$ cat src/rtl/key_route_ctrl_if.sv
// -----------------------------------------------------------------------------
// key_route_ctrl_if
//   Bundles the control, handshake and splitter-drive signals of
//   key_route_ctrl so the sequencer and its environment connect through one
//   port.
//
//   Signals:
//     start, abort              top-level control requests (single-cycle)
//     line_in                   serial key line, idle-high, asynchronous
//     rx_byte_done, proc_done,
//     tx_byte_done              downstream handshake pulses
//     sel[1:0], en              splitter selector and enable
//     busy, done, timeout_err   status
//     byte_cnt[CNT_W-1:0]       bytes completed in the current phase
//
//   Modports:
//     master  drives control/handshake inputs, observes status (environment)
//     slave   the sequencer itself
// -----------------------------------------------------------------------------
interface key_route_ctrl_if #(
    parameter int unsigned CNT_W = 8
) ();

    logic             start;
    logic             abort;
    logic             line_in;
    logic             rx_byte_done;
    logic             proc_done;
    logic             tx_byte_done;
    logic [1:0]       sel;
    logic             en;
    logic             busy;
    logic             done;
    logic             timeout_err;
    logic [CNT_W-1:0] byte_cnt;

    modport master (
        output start, abort, line_in, rx_byte_done, proc_done, tx_byte_done,
        input  sel, en, busy, done, timeout_err, byte_cnt
    );

    modport slave (
        input  start, abort, line_in, rx_byte_done, proc_done, tx_byte_done,
        output sel, en, busy, done, timeout_err, byte_cnt
    );

endinterface

$ cat src/rtl/key_route_ctrl.sv
// -----------------------------------------------------------------------------
// key_route_ctrl
//   Sequencer for the serial key-line splitter. Routes one input line through
//   the receive, process and transmit phases in order, counting completed
//   bytes per phase from the downstream handshake pulses. Route changes
//   between phases only happen after the line has been idle-high for
//   GUARD_CYCLES consecutive synchronized samples, so a frame is never cut.
//
//   Ports:
//     clk    system clock, rising edge
//     rst_n  asynchronous active-low reset
//     bus    key_route_ctrl_if.slave:
//              in : start, abort, line_in, rx_byte_done, proc_done,
//                   tx_byte_done
//              out: sel (00 idle, 01 Rx, 10 P, 11 Tx), en, busy, done,
//                   timeout_err, byte_cnt
//
//   Optional build macro KEY_ROUTE_TIMEOUT_EN:
//     defined   - a watchdog in RX, PROC and TX returns to IDLE after
//                 TIMEOUT_CYCLES cycles without progress and sets the sticky
//                 timeout_err (cleared by the next accepted start).
//     undefined - no watchdog; timeout_err is tied low and TIMEOUT_CYCLES is
//                 unused.
// -----------------------------------------------------------------------------
module key_route_ctrl #(
    parameter int unsigned RX_BYTES       = 16,
    parameter int unsigned TX_BYTES       = 16,
    parameter int unsigned GUARD_CYCLES   = 8,
    parameter int unsigned CNT_W          = 8,
    parameter int unsigned TIMEOUT_CYCLES = 65535
) (
    input logic             clk,
    input logic             rst_n,
    key_route_ctrl_if.slave bus
);

    localparam int unsigned       GuardW   = $clog2(GUARD_CYCLES + 1);
    localparam logic [GuardW-1:0] GuardMax = GuardW'(GUARD_CYCLES);
    localparam logic [CNT_W-1:0]  RxLast   = CNT_W'(RX_BYTES);
    localparam logic [CNT_W-1:0]  TxLast   = CNT_W'(TX_BYTES);

    typedef enum logic [2:0] {
        StIdle   = 3'd0,
        StRx     = 3'd1,
        StGuardP = 3'd2,
        StProc   = 3'd3,
        StGuardT = 3'd4,
        StTx     = 3'd5,
        StDone   = 3'd6
    } state_e;

    state_e             state_q, state_d;
    logic               sync1_q, sync2_q;
    logic [GuardW-1:0]  guard_q, guard_d;
    logic [CNT_W-1:0]   byte_cnt_q, byte_cnt_d;
    logic [CNT_W-1:0]   cnt_inc;
    logic               guard_entry;
    logic [1:0]         sel;
    logic               en, busy, done;

    assign cnt_inc = byte_cnt_q + CNT_W'(1);

    // -------------------------------------------------------------------------
    // Optional watchdog
    // -------------------------------------------------------------------------
`ifdef KEY_ROUTE_TIMEOUT_EN
    localparam int unsigned    WdW    = $clog2(TIMEOUT_CYCLES + 1);
    localparam logic [WdW-1:0] WdLast = WdW'(TIMEOUT_CYCLES - 1);

    logic [WdW-1:0] wd_q, wd_d;
    logic           watched, kick, wd_fire, start_ok;
    logic           err_q, err_d;

    assign watched  = (state_q == StRx) || (state_q == StProc) || (state_q == StTx);
    // Only a handshake the current state consumes counts as progress.
    assign kick     = ((state_q == StRx)   && bus.rx_byte_done) ||
                      ((state_q == StProc) && bus.proc_done)    ||
                      ((state_q == StTx)   && bus.tx_byte_done);
    // wd_q counts cycles since entry/last kick; firing on TIMEOUT_CYCLES-1
    // leaves the state exactly TIMEOUT_CYCLES cycles after the last progress.
    assign wd_fire  = watched && !kick && (wd_q == WdLast);
    assign start_ok = (state_q == StIdle) && bus.start && !bus.abort;

    always_comb begin
        wd_d = wd_q + WdW'(1);
        if ((state_d != state_q) || kick || !watched) begin
            wd_d = '0;
        end
    end

    always_comb begin
        err_d = err_q;
        if (wd_fire && !bus.abort) begin
            err_d = 1'b1;
        end else if (start_ok) begin
            err_d = 1'b0;
        end
    end

    always_ff @(posedge clk or negedge rst_n) begin
        if (!rst_n) begin
            wd_q  <= '0;
            err_q <= 1'b0;
        end else begin
            wd_q  <= wd_d;
            err_q <= err_d;
        end
    end

    assign bus.timeout_err = err_q;
`else
    assign bus.timeout_err = 1'b0;
`endif

    // -------------------------------------------------------------------------
    // Next-state and byte counter
    // -------------------------------------------------------------------------
    always_comb begin
        state_d    = state_q;
        byte_cnt_d = byte_cnt_q;
        unique case (state_q)
            StIdle: begin
                if (bus.start) begin
                    state_d    = StRx;
                    byte_cnt_d = '0;
                end
            end
            StRx: begin
                if (bus.rx_byte_done) begin
                    if (cnt_inc == RxLast) begin
                        state_d    = StGuardP;
                        byte_cnt_d = '0;
                    end else begin
                        byte_cnt_d = cnt_inc;
                    end
                end
            end
            StGuardP: begin
                if (guard_q == GuardMax) state_d = StProc;
            end
            StProc: begin
                if (bus.proc_done) state_d = StGuardT;
            end
            StGuardT: begin
                if (guard_q == GuardMax) state_d = StTx;
            end
            StTx: begin
                if (bus.tx_byte_done) begin
                    if (cnt_inc == TxLast) begin
                        state_d    = StDone;
                        byte_cnt_d = '0;
                    end else begin
                        byte_cnt_d = cnt_inc;
                    end
                end
            end
            StDone: begin
                state_d = StIdle;
            end
            default: begin
                state_d    = StIdle;
                byte_cnt_d = '0;
            end
        endcase

`ifdef KEY_ROUTE_TIMEOUT_EN
        if (wd_fire) begin
            state_d    = StIdle;
            byte_cnt_d = '0;
        end
`endif

        // Abort overrides everything, including a start seen in IDLE.
        if (bus.abort) begin
            state_d    = StIdle;
            byte_cnt_d = '0;
        end
    end

    // -------------------------------------------------------------------------
    // Line guard: consecutive synchronized-high samples, saturating
    // -------------------------------------------------------------------------
    assign guard_entry = ((state_d == StGuardP) || (state_d == StGuardT)) &&
                         (state_d != state_q);

    always_comb begin
        guard_d = guard_q;
        if (guard_entry || !sync2_q) begin
            guard_d = '0;
        end else if (guard_q != GuardMax) begin
            guard_d = guard_q + GuardW'(1);
        end
    end

    always_ff @(posedge clk or negedge rst_n) begin
        if (!rst_n) begin
            state_q    <= StIdle;
            sync1_q    <= 1'b0;
            sync2_q    <= 1'b0;
            guard_q    <= '0;
            byte_cnt_q <= '0;
        end else begin
            state_q    <= state_d;
            sync1_q    <= bus.line_in;
            sync2_q    <= sync1_q;
            guard_q    <= guard_d;
            byte_cnt_q <= byte_cnt_d;
        end
    end

    // -------------------------------------------------------------------------
    // Moore output decode
    // -------------------------------------------------------------------------
    always_comb begin
        sel  = 2'b00;
        en   = 1'b1;
        busy = 1'b1;
        done = 1'b0;
        unique case (state_q)
            StIdle: begin
                en   = 1'b0;
                busy = 1'b0;
            end
            StRx, StGuardP: sel = 2'b01;
            StProc, StGuardT: sel = 2'b10;
            StTx: sel = 2'b11;
            StDone: begin
                en   = 1'b0;
                done = 1'b1;
            end
            default: begin
                en   = 1'b0;
                busy = 1'b0;
            end
        endcase
    end

    assign bus.sel      = sel;
    assign bus.en       = en;
    assign bus.busy     = busy;
    assign bus.done     = done;
    assign bus.byte_cnt = byte_cnt_q;

endmodule

$ cat src/flat_wrapper.sv
// flat-port wrapper written by rule: the top's interface ports become plain ports
module key_route_ctrl_flat 
#(
    parameter int unsigned RX_BYTES       = 16,
    parameter int unsigned TX_BYTES       = 16,
    parameter int unsigned GUARD_CYCLES   = 8,
    parameter int unsigned CNT_W          = 8,
    parameter int unsigned TIMEOUT_CYCLES = 65535
)
  (clk, rst_n, bus_start, bus_abort, bus_line_in, bus_rx_byte_done, bus_proc_done, bus_tx_byte_done, bus_sel, bus_en, bus_busy, bus_done, bus_timeout_err, bus_byte_cnt);
  key_route_ctrl_if #(.CNT_W(CNT_W)) bus_i ();
  input logic clk;
  input logic rst_n;
  input wire logic [$bits(bus_i.start)-1:0] bus_start;
  input wire logic [$bits(bus_i.abort)-1:0] bus_abort;
  input wire logic [$bits(bus_i.line_in)-1:0] bus_line_in;
  input wire logic [$bits(bus_i.rx_byte_done)-1:0] bus_rx_byte_done;
  input wire logic [$bits(bus_i.proc_done)-1:0] bus_proc_done;
  input wire logic [$bits(bus_i.tx_byte_done)-1:0] bus_tx_byte_done;
  output wire logic [$bits(bus_i.sel)-1:0] bus_sel;
  output wire logic [$bits(bus_i.en)-1:0] bus_en;
  output wire logic [$bits(bus_i.busy)-1:0] bus_busy;
  output wire logic [$bits(bus_i.done)-1:0] bus_done;
  output wire logic [$bits(bus_i.timeout_err)-1:0] bus_timeout_err;
  output wire logic [$bits(bus_i.byte_cnt)-1:0] bus_byte_cnt;
  assign bus_i.start = bus_start;
  assign bus_i.abort = bus_abort;
  assign bus_i.line_in = bus_line_in;
  assign bus_i.rx_byte_done = bus_rx_byte_done;
  assign bus_i.proc_done = bus_proc_done;
  assign bus_i.tx_byte_done = bus_tx_byte_done;
  assign bus_sel = bus_i.sel;
  assign bus_en = bus_i.en;
  assign bus_busy = bus_i.busy;
  assign bus_done = bus_i.done;
  assign bus_timeout_err = bus_i.timeout_err;
  assign bus_byte_cnt = bus_i.byte_cnt;
  key_route_ctrl #(.RX_BYTES(RX_BYTES), .TX_BYTES(TX_BYTES), .GUARD_CYCLES(GUARD_CYCLES), .CNT_W(CNT_W), .TIMEOUT_CYCLES(TIMEOUT_CYCLES)) u_core (.clk(clk), .rst_n(rst_n), .bus(bus_i));
endmodule
$ cat config.mk
export PLATFORM = sky130hd
export DESIGN_NAME = key_route_ctrl_flat
export DESIGN_NICKNAME = d
export VERILOG_FILES = /design/src/rtl/key_route_ctrl_if.sv /design/src/rtl/key_route_ctrl.sv /design/src/flat_wrapper.sv
export SDC_FILE = /design/constraint.sdc
export NUM_CORES = 1
export LEC_CHECK = 0
export CAP_MARGIN = 25
export CORE_ASPECT_RATIO = 0.7
export CORE_MARGIN = 10
export CORE_UTILIZATION = 50
export DETAILED_ROUTE_END_ITERATION = 8
export PLACE_DENSITY = 0.87
export REMOVE_ABC_BUFFERS = 1
export SYNTH_ARGS = -nofsm -noshare
export SYNTH_HDL_FRONTEND = slang
export SYNTH_SLANG_ARGS = --single-unit
export TNS_END_PERCENT = 10
$ cat constraint.sdc
create_clock -name clk -period 3 [get_ports clk]
set_clock_uncertainty 0.2 [all_clocks]
set_input_delay 0.6 -clock clk [delete_from_list [all_inputs] [get_ports clk]]
set_output_delay 0.6 -clock clk [all_outputs]
set_load 0.02 [all_outputs]
==> results of run 1 <==
==> final cells by class <==
| cell class | instances | area [µm²] |
|---|---|---|
| fill | 153 | 639 |
| multi-input combinational | 97 | 604 |
| sequential | 17 | 425 |
| timing repair buffer | 20 | 200 |
| tap | 22 | 27.5 |
| clock buffer | 3 | 22.5 |
| inverter | 3 | 11.3 |
| clock inverter | 1 | 5.00 |
==> stage by stage <==
stage	util [%]	worst slack [ps]	instances	power, mW	cell area (µm²)
floorplan	-	237	117	0.279	1040
global placement	65.5	329	159	0.309	1270
detailed placement	65.5	246	159	0.312	1270
CTS	67.0	208	163	0.437	1300
global route	67.0	88.3	163	0.460	1300
finish	67.0	200	163	0.433	1300
==> metal layers <==
layer | wire length, µm | track usage, %
met1 | 1130 | 14.5
met2 | 1240 | 20.4
met3 | 135 | 4.86
met4 | 37 | 2.42
met5 | 0 | 0
==> cell families after synthesis <==
group	after synthesis
AO/OA/AOI/OAI	29
AND/OR/NAND/NOR	55
flip-flops	17
multiplexers	4
buffers and inverters	8
XOR/XNOR	5
adder cells (fa/ha/maj)	3
other	1
==> cell usage after synthesis <==
| cell type | n | area (µm²) |
|---|---|---|
| a211o_1 | 1 | 8.76 |
| a21oi_1 | 5 | 25.0 |
| a2bb2oi_1 | 1 | 8.76 |
| a32oi_1 | 1 | 8.76 |
| and3_1 | 6 | 37.5 |
| and3b_1 | 1 | 8.76 |
| and3b_2 | 1 | 10.0 |
| and4_1 | 1 | 8.76 |
| and4b_1 | 1 | 10.0 |
| buf_4 | 1 | 7.51 |
| clkbuf_1 | 4 | 15.0 |
| conb_1 | 1 | 3.75 |
| dfrtp_1 | 17 | 425 |
| ha_1 | 3 | 37.5 |
| inv_1 | 3 | 11.3 |
| mux2i_1 | 4 | 40.0 |
| nand2_1 | 16 | 60.1 |
| nand2b_1 | 5 | 31.3 |
| nand3_1 | 4 | 20.0 |
| nand3b_1 | 1 | 7.51 |
| nor2_1 | 9 | 33.8 |
| nor2b_1 | 3 | 18.8 |
| nor3_1 | 1 | 5.00 |
| o211ai_1 | 1 | 7.51 |
| o21ai_0 | 15 | 75.1 |
| o21bai_1 | 1 | 7.51 |
| o22ai_1 | 1 | 6.26 |
| o31a_1 | 1 | 8.76 |
| o31ai_1 | 2 | 15.0 |
| or2_4 | 1 | 8.76 |
| or3_1 | 2 | 12.5 |
| or4_4 | 1 | 11.3 |
| or4b_2 | 1 | 10.0 |
| or4b_4 | 1 | 13.8 |
| xnor2_1 | 3 | 26.3 |
| xor2_1 | 2 | 17.5 |
==> state kept, by name, summed over array words and instances (netlist names) <==
name	count
u_core.sync2_q	1
u_core.state_q	3
u_core.guard_q	4
u_core.bus.byte_cnt	8
u_core.sync1_q	1
==> placed cells by master (no fill, tap or decap) <==
master | Yosys | routed
a32oi_1 | 1 | 1
nor3_1 | 1 | 1
nand2b_1 | 5 | 5
o31a_1 | 1 | 1
o22ai_1 | 1 | 1
a21oi_1 | 5 | 5
or2_4 | 1 | 1
and4_1 | 1 | 1
xnor2_1 | 3 | 3
o21ai_0 | 15 | 15
xor2_1 | 2 | 2
nor2b_1 | 3 | 3
conb_1 | 1 | 1
and3b_1 | 1 | 1
nor2_1 | 9 | 9
or4b_4 | 1 | 1
clkbuf_4 | 0 | 3
inv_1 | 3 | 3
o211ai_1 | 1 | 1
dfrtp_1 | 17 | 17
o31ai_1 | 2 | 2
and4b_1 | 1 | 1
nand2_1 | 16 | 16
clkinv_2 | 0 | 1
mux2i_1 | 4 | 4
a2bb2oi_1 | 1 | 1
or4_4 | 1 | 1
clkdlybuf4s50_1 | 0 | 20
a211o_1 | 1 | 1
o21bai_1 | 1 | 1
nand3b_1 | 1 | 1
and3_1 | 6 | 6
or3_1 | 2 | 2
ha_1 | 3 | 3
or4b_2 | 1 | 1
and3b_2 | 1 | 1
nand3_1 | 4 | 4
==> worst register-to-register path, stage by stage (launching register included) <==
cell and delay, ps:
dfrtp_1 450, ha_1 240, nand2_1 70, or4_4 420, or2_4 280, o31a_1 290
or4b_4 530, and4_1 220
==> worst paths after layout <==
path / startpoint / to / slack (ps) / cells past startpoint
max: u_core.bus.byte_cnt[0] / u_core.guard_q[2] / 200 / 7
min: u_core.sync1_q / u_core.sync2_q / 160 / 0
max reg2reg: u_core.bus.byte_cnt[0] / u_core.guard_q[2] / 200 / 7
min reg2reg: u_core.sync1_q / u_core.sync2_q / 160 / 0
max in group asynchronous: rst_n / u_core.bus.byte_cnt[2] / 1560 / 1
min in group asynchronous: rst_n / u_core.state_q[1] / 560 / 1
==> power groups by stage <==
stage	sequential, mW	combinational [mW]	clock [mW]
2_1_floorplan	0.248	0.0311	0
3_3_place_gp	0.249	0.0602	0
3_5_place_dp	0.249	0.0628	0
4_1_cts	0.245	0.0632	0.129
5_1_grt	0.247	0.0700	0.144
6_report	0.245	0.0628	0.125
==> impl_metrics.ini, run 1 <==
[status]
status = finished, final reports clean

[routing]
antenna_left = 0
wl_mm = 2.55
drt_iter0_drc = 33
route.vias.total = 942
drt-pass1-iter-count = 4
drc = 0
via_per_inst = 5.78
wl_per_cell_um = 15.6

[yosys]
syn_area_um2 = 1060
post_synth_mux_area_share_pct = 3.76
ys_warn_count = 0
avgSynthCellArea_um2 = 8.72
ys_ff_latch = 17
synthesis.instances = 122
yosysSeqAreaShare_pct = 40.0
synth_fa_ha_area_share_pct = 3.53
synth_xor_area_share_pct = 4.12
synth_top_family_by_area = simple AND/OR/NAND/NOR gates
ys_types = 36
synth_compound_area_share_pct = 16.1
yosys.area_share.simple_pct = 28.9

[clock_tree]
cts_resized = 0
cts_root_buf = clkbuf_4
post_cts_buffers = 0
cts_tree = done
h-tree-depth = 1
cts_buffers = 3
clockBufferDepth = 2
cts_hold_buf = 0
clk_pin_slew_ps = 100
clkLatencyLatePin_ps = 290
cts_sinks = 17

[worst_setup_path]
crit_path_max_fanout = 7
cp_cell_sequence = ha_1 -> nand2_1 -> or4_4 -> or2_4 -> o31a_1 -> or4b_4 -> and4_1
cp_num_buf_inv = 0
path_class = flip-flop to flip-flop
arrival_ps = 2790
slowest_stage = or4b_4
max_stage_delay_ps = 530
critPathRequiredTime_ps = 2990
endpoint_kind = flip-flop
cpLargestDelayFamily = simple AND/OR/NAND/NOR gates
critPathLaunchType = flip-flop

[power]
pwr_density_cell_nw_per_um2 = 334
ir_drop_uv = 386
intPower_uw = 315
p_comb_share_pct = 14.5
swShare_pct = 27.3
power_frac_seq_pct = 56.6
p_sw_uw = 118
clkPwrFrac_pct = 28.9
p_leak_nw = 0.556

[timing]
post-route-min-period_ps = 2800
max_freq_ghz = 0.357
hold_violations = 0
fin_tns_setup_ps = 0
setup_viol = 0
drv_slew = 0
tightest_slew_ps = 781
holdWs_ps = 160
finalCritPeriodShare_pct = 93.3
relSlewSlack_pct = 47.8
grt_setup_unrepaired = false

[placement]
io_buffers = 20
globalplace.congestion = 0.834
dpl.hpwl_mm = 1.91

[final_layout]
syn2layout_area_growth_pct = 21.9
diodes = 0
layout-drive-gt1-share_pct = 6.38
fin_nets = 153

[floorplan]
io_pins = 22
die_h_um = 58.6
core_area_um2 = 1940
fp.dieW_um = 75.1
fp.dieArea_um2 = 4400
start_util_pct = 54.9
rows = 13

[flow_run]
maxCapViolations = 0

[worst_hold_path]
min_path_type = flip-flop to flip-flop

[grt]
antenna_found_initial = 0
grt_max_degree = 18
grt_pass1_wl_mm = 4.26
overflow = 0
grtUsageTotal_pct = 12.2
grt_pass1_vias = 910
Power figures use the tool's default switching activity.
==> run 2, diff against run 1 <==
--- a/config.mk
+++ b/config.mk
@@ -9,6 +9,7 @@
 export CORE_ASPECT_RATIO = 0.7
 export CORE_MARGIN = 10
 export CORE_UTILIZATION = 50
+export CTS_CLUSTER_DIAMETER = 200
 export DETAILED_ROUTE_END_ITERATION = 8
 export PLACE_DENSITY = 0.87
 export REMOVE_ABC_BUFFERS = 1
==> results of run 2 <==
Same layout as run 1: the final DEF is identical, and so are final timing and power.
==> run 3, diff against run 2 <==
==> constraint.sdc (replaced) <==
create_clock -name clk -period 2.65 [get_ports clk]
set_clock_uncertainty 0.2 [all_clocks]
set_input_delay 0.53 -clock clk [delete_from_list [all_inputs] [get_ports clk]]
set_output_delay 0.53 -clock clk [all_outputs]
set_load 0.02 [all_outputs]
==> impl_metrics.ini, run 3 (synthesis results as in run 1) <==
[status]
status = finished, final reports clean

[grt]
grt_max_degree = 18
grt_pass1_wl_mm = 4.62
antenna_found_initial = 0
grt_pass1_vias = 974
overflow = 0
grtUsageTotal_pct = 13.5

[final_layout]
fin_nets = 161
seq_area_um2 = 429
multiInputGateArea_um2 = 607
layout_commonest_cell = clkdlybuf4s50_1
final_cell_mix = 19 x clkdlybuf4s50_1, 16 x nand2_1, 15 x o21ai_0
syn2layout_area_growth_pct = 28.4
stdcell_count = 171
largest_register_ffs = 8
fillers = 146
layout-drive-gt1-share_pct = 14.1
final_util_pct = 70.5
diodes = 0

[timing]
post-route-min-period_ps = 2640
finalCritPeriodShare_pct = 99.8
tightest_slew_ps = 788
grt_setup_unrepaired = true
max_freq_ghz = 0.378
drv_slew = 0
relSlewSlack_pct = 47.3
setup_viol = 0
hold_violations = 0

[floorplan]
rows = 13
die_h_um = 58.6
io_pins = 22
fp.dieW_um = 75.1
fp.dieArea_um2 = 4400
core_area_um2 = 1940
start_util_pct = 54.9

[clock_tree]
cts_hold_buf = 0
clockBufferDepth = 2
h-tree-depth = 1
cts_tree = done
clkLatencyLatePin_ps = 300
cts_buffers = 3
cts_sinks = 17
clk_pin_slew_ps = 100
cts_root_buf = clkbuf_4

[worst_setup_path]
regToRegStartpoint = u_core.bus.byte_cnt[0]
max_stage_delay_ps = 530
path_class = flip-flop to flip-flop
arrival_ps = 2640
slowest_stage = or4b_4
critPathRequiredTime_ps = 2650
crit_path_max_fanout = 4
endpoint_kind = flip-flop
critPathLaunchType = flip-flop
crit_start = u_core.bus.byte_cnt[0]
cp_cell_sequence = ha_1 -> nand2_1 -> or4_4 -> or2_4 -> o31a_1 -> or4b_4 -> and4_1

[routing]
wl_per_cell_um = 16.0
drc = 0
drt-pass1-iter-count = 4
route.vias.total = 997
drt_iter0_drc = 59
wl_mm = 2.74
via_per_inst = 5.83
antenna_left = 0

[placement]
globalplace.congestion = 0.877
dp_cells = 167
dpl.hpwl_mm = 2.16
io_buffers = 20

[power]
ir_drop_uv = 370
p_leak_nw = 0.605
pwr_density_cell_nw_per_um2 = 364

[worst_hold_path]
hp-start = u_core.sync1_q
min_path_type = flip-flop to flip-flop

[flow_run]
maxCapViolations = 0
## run 3: cell count changes in the layout (fill, tap and decap cells not counted), sizes merged
cell | before | now
buf | 0 | 8
dlymetal6s2s | 0 | 1
clkdlybuf4s50 | 20 | 19
## run 3: area by class of cell
| cell class | instances | area share (%) |
|---|---|---|
| Clock buffer | 3 | 1.65 |
| Clock inverter | 1 | 0.367 |
| Inverter | 3 | 0.825 |
| Multi-Input combinational cell | 97 | 44.5 |
| Sequential cell | 17 | 31.4 |
| Tap cell | 22 | 2.02 |
| Timing Repair Buffer | 28 | 19.2 |
## run 3: final timing paths
| check | end | slack, ps | cells past startpoint |
|---|---|---|---|
| min in group asynchronous | u_core.bus.byte_cnt[4] | 480 | 1 |
| min reg2reg | u_core.sync2_q | 160 | 0 |
| max in group asynchronous | u_core.state_q[1] | 1230 | 1 |
| min | u_core.sync2_q | 160 | 0 |
| max reg2reg | u_core.guard_q[2] | 7 | 7 |
| max | u_core.guard_q[2] | 7 | 7 |
## run 3: repair_timing
item / 4_1_cts / 5_1_grt
cloned: 0 / 0
gates resized for setup: 2 / 3
pin swaps: 0 / 0
buffers inserted: 0 / 0
setup endpoints to repair: 2 / 8
## run 3: power breakdown
part	internal (mW)	total [mW]	switching, mW
sequential	0.267	0.277	0.0101
clock	0.0563	0.144	0.0878
combinational	0.0362	0.0760	0.0399
## run 3: routing by layer
| metal | share of wire [%] | global-route usage [%] | vias up |
|---|---|---|---|
| met5 | 0 | 0 | - |
| met4 | 1.1 | 3.76 | 0 |
| met3 | 5.5 | 4.36 | 7 |
| met2 | 49 | 22.6 | 35 |
| met1 | 45 | 16.2 | 472 |
| li1 | - | - | 483 |
## run 3: through the flow
| step | setup TNS (ps) | hold WS [ps] | power [mW] | cell area [µm²] | worst slack (ps) |
|---|---|---|---|---|---|
| 2_1_floorplan | -379 | 34.4 | 0.316 | 1040 | -113 |
| 3_3_place_gp | 0 | 144 | 0.353 | 1330 | 72.1 |
| 3_5_place_dp | 0 | 136 | 0.358 | 1330 | 15.0 |
| 4_1_cts | 0 | 161 | 0.503 | 1360 | 6.83 |
| 5_1_grt | -168 | 167 | 0.527 | 1370 | -54.9 |
| 6_report | 0 | 157 | 0.497 | 1370 | 6.56 |
## run 3: worst max-delay path: cells and delay by family, from the launching register on
family / cells / cell delay [ps]
AND/OR/NAND/NOR: 5 / 1470
flip-flops: 1 / 390
AO/OA/AOI/OAI: 1 / 290
adder cells (fa/ha/maj): 1 / 180
